==> src/rtl/fp_accum_sat.sv <==
// -----------------------------------------------------------------------------
// fp_accum_sat
//   Block accumulator for signed fixed-point samples. Sums N_ACC valid samples
//   of format S(NB_IN,NBF_IN) into a guard-bit-extended accumulator, then emits
//   the block sum truncated (floor) to S(NB_OUT,NBF_OUT) and saturated to the
//   output range, together with a one-cycle o_valid pulse.
//
// Ports
//   clk      : clock, all state changes on the rising edge
//   i_rst    : synchronous active-high reset, highest priority
//   i_clear  : synchronous flush of the partial block (beats i_valid)
//   i_valid  : qualifies i_data
//   i_data   : signed sample, S(NB_IN,NBF_IN)
//   o_valid  : one-cycle pulse, o_data/o_sat describe a new block
//   o_data   : truncated and saturated block sum, S(NB_OUT,NBF_OUT)
//   o_sat    : saturation was applied to o_data
//   o_busy   : a partial block is held (state ACCUM)
// -----------------------------------------------------------------------------
module fp_accum_sat #(
  parameter int NB_IN   = 17,
  parameter int NBF_IN  = 14,
  parameter int NB_OUT  = 11,
  parameter int NBF_OUT = 10,
  parameter int N_ACC   = 4
) (
  input  logic                     clk,
  input  logic                     i_rst,
  input  logic                     i_clear,
  input  logic                     i_valid,
  input  logic signed [NB_IN-1:0]  i_data,
  output logic                     o_valid,
  output logic signed [NB_OUT-1:0] o_data,
  output logic                     o_sat,
  output logic                     o_busy
);

  // Accumulator is wide enough that N_ACC full-scale samples cannot overflow.
  localparam int NB_ACC = NB_IN + $clog2(N_ACC) + 1;
  localparam int CNT_W  = (N_ACC > 1) ? $clog2(N_ACC) : 1;
  localparam int SHIFT  = NBF_IN - NBF_OUT;       // fractional LSBs dropped
  localparam int NB_TR  = NB_ACC - SHIFT;         // width after truncation
  localparam logic [CNT_W-1:0] CNT_LAST = CNT_W'(N_ACC - 1);

  typedef enum logic {IDLE, ACCUM} state_e;

  state_e                     state_q, state_d;
  logic [CNT_W-1:0]           cnt_q, cnt_d;
  logic signed [NB_ACC-1:0]   acc_q, acc_d;
  logic                       o_valid_q, o_valid_d;
  logic signed [NB_OUT-1:0]   o_data_q, o_data_d;
  logic                       o_sat_q, o_sat_d;

  logic signed [NB_ACC-1:0]   data_ext;
  logic signed [NB_ACC-1:0]   sum;
  logic signed [NB_TR-1:0]    sum_tr;
  logic [NB_TR-NB_OUT:0]      ovf_bits;
  logic                       in_range;
  logic signed [NB_OUT-1:0]   sat_data;
  logic                       last_sample;

  // acc_q is zero whenever the FSM is in IDLE (reset, clear and block
  // completion all zero it), so acc_q + sample also serves as the first sum.
  assign data_ext    = {{(NB_ACC-NB_IN){i_data[NB_IN-1]}}, i_data};
  assign sum         = acc_q + data_ext;

  // Arithmetic right shift by slicing off the LSBs: floor toward -inf.
  assign sum_tr      = sum[NB_ACC-1:SHIFT];

  // The value fits the output only if the discarded MSBs and the output sign
  // bit are all copies of one another.
  assign ovf_bits    = sum_tr[NB_TR-1:NB_OUT-1];
  assign in_range    = (&ovf_bits) | ~(|ovf_bits);
  assign sat_data    = sum[NB_ACC-1] ? {1'b1, {(NB_OUT-1){1'b0}}}
                                     : {1'b0, {(NB_OUT-1){1'b1}}};
  // With N_ACC = 1, CNT_LAST is 0, so the first sample in IDLE completes.
  assign last_sample = (cnt_q == CNT_LAST);

  always_comb begin
    // NOTE: every output of this block gets a default first so no path can
    // leave it unassigned, which would otherwise infer a latch.
    state_d   = state_q;
    cnt_d     = cnt_q;
    acc_d     = acc_q;
    o_valid_d = 1'b0;
    o_data_d  = o_data_q;
    o_sat_d   = o_sat_q;

    if (i_clear) begin
      state_d = IDLE;
      cnt_d   = '0;
      acc_d   = '0;
    end else if (i_valid) begin
      if (last_sample) begin
        state_d   = IDLE;
        cnt_d     = '0;
        acc_d     = '0;
        o_valid_d = 1'b1;
        o_data_d  = in_range ? sum_tr[NB_OUT-1:0] : sat_data;
        o_sat_d   = ~in_range;
      end else begin
        state_d = ACCUM;
        cnt_d   = cnt_q + CNT_W'(1);
        acc_d   = sum;
      end
    end
  end

  always_ff @(posedge clk) begin
    // NOTE: state registers use non-blocking assignments so every register
    // samples the pre-edge values regardless of statement order.
    if (i_rst) begin
      state_q   <= IDLE;
      cnt_q     <= '0;
      acc_q     <= '0;
      o_valid_q <= 1'b0;
      o_data_q  <= '0;
      o_sat_q   <= 1'b0;
    end else begin
      state_q   <= state_d;
      cnt_q     <= cnt_d;
      acc_q     <= acc_d;
      o_valid_q <= o_valid_d;
      o_data_q  <= o_data_d;
      o_sat_q   <= o_sat_d;
    end
  end

  assign o_valid = o_valid_q;
  assign o_data  = o_data_q;
  assign o_sat   = o_sat_q;
  assign o_busy  = (state_q == ACCUM);

endmodule
==> config.mk <==
export PLATFORM = sky130hd
export DESIGN_NAME = fp_accum_sat
export DESIGN_NICKNAME = d
export VERILOG_FILES = /design/src/rtl/fp_accum_sat.sv
export SDC_FILE = /design/constraint.sdc
export NUM_CORES = 1
export LEC_CHECK = 0
export ABC_AREA = 1
export CAP_MARGIN = 20
export CORE_ASPECT_RATIO = 1.25
export CORE_MARGIN = 4
export CORE_UTILIZATION = 60
export CTS_CLUSTER_DIAMETER = 120
export DETAILED_ROUTE_END_ITERATION = 12
export GPL_ROUTABILITY_DRIVEN = 0
export PLACE_DENSITY_LB_ADDON = 0.3
export SYNTH_ARGS = -nofsm -noshare
export SYNTH_HDL_FRONTEND = slang
export SYNTH_SLANG_ARGS = --single-unit
==> constraint.sdc <==
create_clock -name clk -period 5.3 [get_ports clk]
set_input_delay 0.795 -clock clk [delete_from_list [all_inputs] [get_ports clk]]
set_output_delay 0.795 -clock clk [all_outputs]
set_load 0.1 [all_outputs]
==> summary.md <==
On the critical path the largest part of the delay comes from simple AND/OR/NAND/NOR gates. The internal power of the cells totals 429 uW. The maximum buffer depth of the clock tree is 2, and the cts-stage hold buffer count is 0. The primary flip-flop cell chosen by synthesis mapping is sky130_fd_sc_hd__dfxtp_1. The tools report the fraction of power consumed by combinational cells as 25.0%. The number of cells traversed by the worst hold path came out at 2. Across the routed clock network, the largest skew measured is 0.00452 ns.

The number of synthesized register bits is 36. The run finished with clean final reports. Worst hold path startpoint: acc_q[2]. The area growth from synthesis to layout is 17.7%. For the number of failing hold endpoints at the final stage, the log shows 0.

The logs give 6.65 mm for the total detailed-routing wirelength and 0 for the number of routed nets with antenna violations. Hold timing on the final database bottoms out at a slack of 0.475 ns. The run gives 2600 as the via count of the first global-routing pass. The half-perimeter wire length of the detailed placement result is 5.04 mm.

The run gives 1.89 ns as the worst setup slack after placement. Of the total power, the share spent switching nets is 33.4%. The initial core utilization was 62.9%; the remaining max-slew budget at the tightest pin was 34.7%. Among all stages on the critical path, the largest delay is contributed by sky130_fd_sc_hd__clkdlybuf4s50_1. In the final routed layout, each cell accounts on average for 13.0 um.

In the synthesized netlist the async set-or-reset flop fraction comes to 0%. The cell that appears most often on the critical path is sky130_fd_sc_hd__nand2_1. In the post-synthesis netlist, the biggest area contributors are sky130_fd_sc_hd__dfxtp_1 (28%), sky130_fd_sc_hd__nand2_1 (23%), sky130_fd_sc_hd__ha_1 (9.6%). At the end of the flow, the number of nets in the layout was 497.

The power per unit of standard cell area came out at 209 mW/mm^2. The iteration-0 DRC count of the detailed router was 274. Setup repair after global routing left no endpoint under its margin. The logs give 27.5% for the share of synthesized area occupied by flip-flops and latches and 422 for the post-synthesis cell count.

Of all nets on the critical path, the largest fanout is 8. In the synthesized netlist, the cells that appear most often are sky130_fd_sc_hd__nand2_1 (158), sky130_fd_sc_hd__inv_1 (48), sky130_fd_sc_hd__a21oi_1 (42), sky130_fd_sc_hd__dfxtp_1 (36), sky130_fd_sc_hd__nand3_1 (35). The area of the placeable core came out at 0.00416 mm^2. Walking the worst path, the cells encountered are clkdlybuf4s50_1, ha_1, fa_1, nand2_1, nand2_1, nand3b_1, nand2_1, nand2_1, nand2_1, nand2_1, nand2_1, nand2_1, nand2_1, a21oi_1, nand2_2, nand3_1, nand2_1, inv_1.

After synthesis, the mean cell area works out to 6.21 um^2. The root buffer selected by CTS is sky130_fd_sc_hd__clkbuf_8. Summing over every cut layer, the via total after detailed routing is 2746. The element type at the critical path end is a flop.

The run gives 5 as the count of TritonRoute iterations in the first routing pass. In the global route stage, overall resource usage came out at 26.5%. 35 I/O pins were placed.

The number of setup buffers added after CTS is 0. Global-route wire length before repair: 11.3 mm. For the number of antenna cells inserted, the log shows 0. The run gives 5 as the clock buffer count from CTS. Counting every net in the synthesized netlist gives 464. Dividing the detail-routed via count by the number of cells gives 5.36.

The category of the worst setup path launch point is a primary input. The floorplan has 26 rows. The number of buffer and inverter stages on the critical path is 2. The die is 81.9 um tall. The max capacitance violation total was 0. The worst path uses 59.5% of the clock period.

At the pin with the least slew margin, the transition time is 0.977 ns. The run gives 0 as the number of instances resized during post-cts repair. Largest area contributor in the netlist: sky130_fd_sc_hd__dfxtp_1. Port buffering added 34 buffers.

The analysis attributes to cell leakage a power of 0.00158 uW. The worst path setup slack after routing is 2.15 ns, and the net load switching power is 215 uW. Adding up every negative setup slack in the final design gives 0 ns.

The tools report the endpoint arrival time on the critical path as 3.40 ns. TritonCTS built the clock tree. The number of cells on the worst reg-to-reg path is 17.

The H-tree was split into 2 levels. The startpoint identified for the worst register-to-register timing path is acc_q[0]. Registers take 721 um^2. The total overflow reported by the global router was 0; the delay contributed by the slowest stage of the critical path was 0.41 ns. The tree built by TritonCTS fans out to 36 sinks. The number of enable-type register cells in the synthesized netlist came out at 0.

The clock network is responsible for 31.2% of the overall power. Remaining routing DRC violations: 0. Clock latency on the worst-skew pair, taken at its later pin, is 0.30 ns.

The floorplan step defined a die boundary enclosing 0.00549 mm^2. The die is 67.1 um wide. For the number of antenna violations at the first check in global routing, the log shows 0. IR analysis of the VDD net gives a maximum drop of 0.180 mV.

Largest net degree at the start of global routing: 25. The synthesized area is 0.00262 mm^2, and the data required time at the worst endpoint is 5.55 ns. In this run the register-to-register setup slack is 2.75 ns.

Of the total power, registers draw 43.8%. The number of unique standard cell types used by synthesis is 32, and the number of pins exceeding their max-slew limit in the final report is 0. Clock-pin slew was measured on the worst setup and hold paths at 0.08 ns. The count of filler cells inserted in the layout is 386. The count of synthesis-stage warnings from yosys is 0.

In the final layout, the multi-input gates occupy 0.00167 mm^2. The layout cell share with drive strength beyond 1 came out at 4.17%. The worst setup path is of the in -> reg kind. The class of the tightest hold or removal check was reg -> reg. Time the final worst path needs with I/O delays and setup: 3.15 ns. The worst hold endpoint was acc_q[2]. Share of the synthesized area in the top cell type: 27.5%. The cell with the most instances after synthesis was sky130_fd_sc_hd__nand2_1. The logs give 0 for the count of final setup violators and 317 MHz for the highest clock frequency the design can meet. In this run the critical register-to-register path is captured at o_data[5].
==> cell type report <==
| type | count | area share, % |
|---|---|---|
| multi-input cells | 328 | 54.2 |
| flip-flops and latches | 36 | 23.4 |
| clock buffers | 5 | 2.23 |
| repair buffers | 35 | 11.3 |
| inverters | 49 | 5.97 |
| clock inverters | 3 | 0.609 |
| well taps | 56 | 2.27 |
==> through the flow <==
stage / instances / util [%] / area, um^2 / power (uW)
global placement: 504 / 71.9 / 2990 / 442
finish: 512 / 74.0 / 3080 / 644
floorplan: 422 / - / 2620 / 400
CTS: 512 / 74.0 / 3080 / 645
global route: 512 / 74.0 / 3080 / 678
detailed placement: 504 / 71.9 / 2990 / 445
==> tightest hold or removal path, delay by kind of cell, from the launching register on <==
kind	cells	cell delay, ns
flops	1	0.32
simple gates	1	0.06
compound gates	1	0.05
==> flip-flops by register name (all words and copies together), names as in the netlist <==
name	flops
acc_q	20
o_data	11
cnt_q	2
o_busy	1
o_sat	1
o_valid	1
==> worst max path at each step <==
stage / cells past startpoint / endpoint / startpoint / slack, ns
floorplan: 20 / o_data[1] / i_data[0] / 2.63
global placement: 18 / o_data[3] / i_data[0] / 1.95
detailed placement: 20 / o_data[0] / i_data[0] / 1.89
CTS: 18 / o_data[0] / i_data[0] / 2.19
global route: 20 / o_data[3] / i_data[0] / 1.85
finish: 18 / o_data[5] / i_data[0] / 2.15
==> layout by cell type, fill, tap and decap left out <==
cell / count
sky130_fd_sc_hd__a211oi_1: 1
sky130_fd_sc_hd__a21o_1: 1
sky130_fd_sc_hd__a21oi_1: 42
sky130_fd_sc_hd__a31oi_1: 3
sky130_fd_sc_hd__and2_1: 1
sky130_fd_sc_hd__and3_1: 1
sky130_fd_sc_hd__buf_4: 1
sky130_fd_sc_hd__clkbuf_8: 5
sky130_fd_sc_hd__clkdlybuf4s50_1: 34
sky130_fd_sc_hd__clkinv_1: 1
sky130_fd_sc_hd__clkinv_2: 2
sky130_fd_sc_hd__clkinv_4: 1
sky130_fd_sc_hd__dfxtp_1: 36
sky130_fd_sc_hd__fa_1: 1
sky130_fd_sc_hd__ha_1: 20
sky130_fd_sc_hd__inv_1: 48
sky130_fd_sc_hd__nand2_1: 158
sky130_fd_sc_hd__nand2_2: 5
sky130_fd_sc_hd__nand3_1: 35
sky130_fd_sc_hd__nand3_2: 1
sky130_fd_sc_hd__nand3b_1: 1
sky130_fd_sc_hd__nand4_1: 4
sky130_fd_sc_hd__nand4_2: 1
sky130_fd_sc_hd__nor2_1: 27
sky130_fd_sc_hd__nor2_2: 1
sky130_fd_sc_hd__nor2_4: 1
sky130_fd_sc_hd__nor3_1: 1
sky130_fd_sc_hd__nor3_2: 1
sky130_fd_sc_hd__o21ai_0: 8
sky130_fd_sc_hd__o21bai_1: 1
sky130_fd_sc_hd__or2_0: 1
sky130_fd_sc_hd__or2_1: 1
sky130_fd_sc_hd__xnor2_1: 6
sky130_fd_sc_hd__xor2_1: 5
==> cells by family (layout without fill, tap and decap cells) <==
| kind of cell | count (synthesis) | in the layout | synth area share, % |
|---|---|---|---|
| buf+inv | 58 | 92 | 8.65 |
| xor+xnor | 11 | 11 | 3.68 |
| simple gates | 240 | 240 | 38.7 |
| flops | 36 | 36 | 27.5 |
| compound gates | 56 | 56 | 11.1 |
| fa+ha+maj | 21 | 21 | 10.3 |
==> power groups by stage <==
stage / Sequential (uW) / Combinational [uW] / Clock (uW)
floorplan: 290 / 109 / 0
global placement: 288 / 154 / 0
detailed placement: 288 / 157 / 0
CTS: 282 / 159 / 204
global route: 283 / 179 / 216
finish: 282 / 161 / 201
==> per-layer routing <==
layer	part of all wire [%]	vias to the layer above	GRT usage (%)
met3	5.8	17	5.61
met2	48	91	44.8
met5	0	-	0
li1	-	1416	-
met4	2.7	0	11.4
met1	43	1222	32.1
Note: power is estimated with default switching activity, not from simulation.
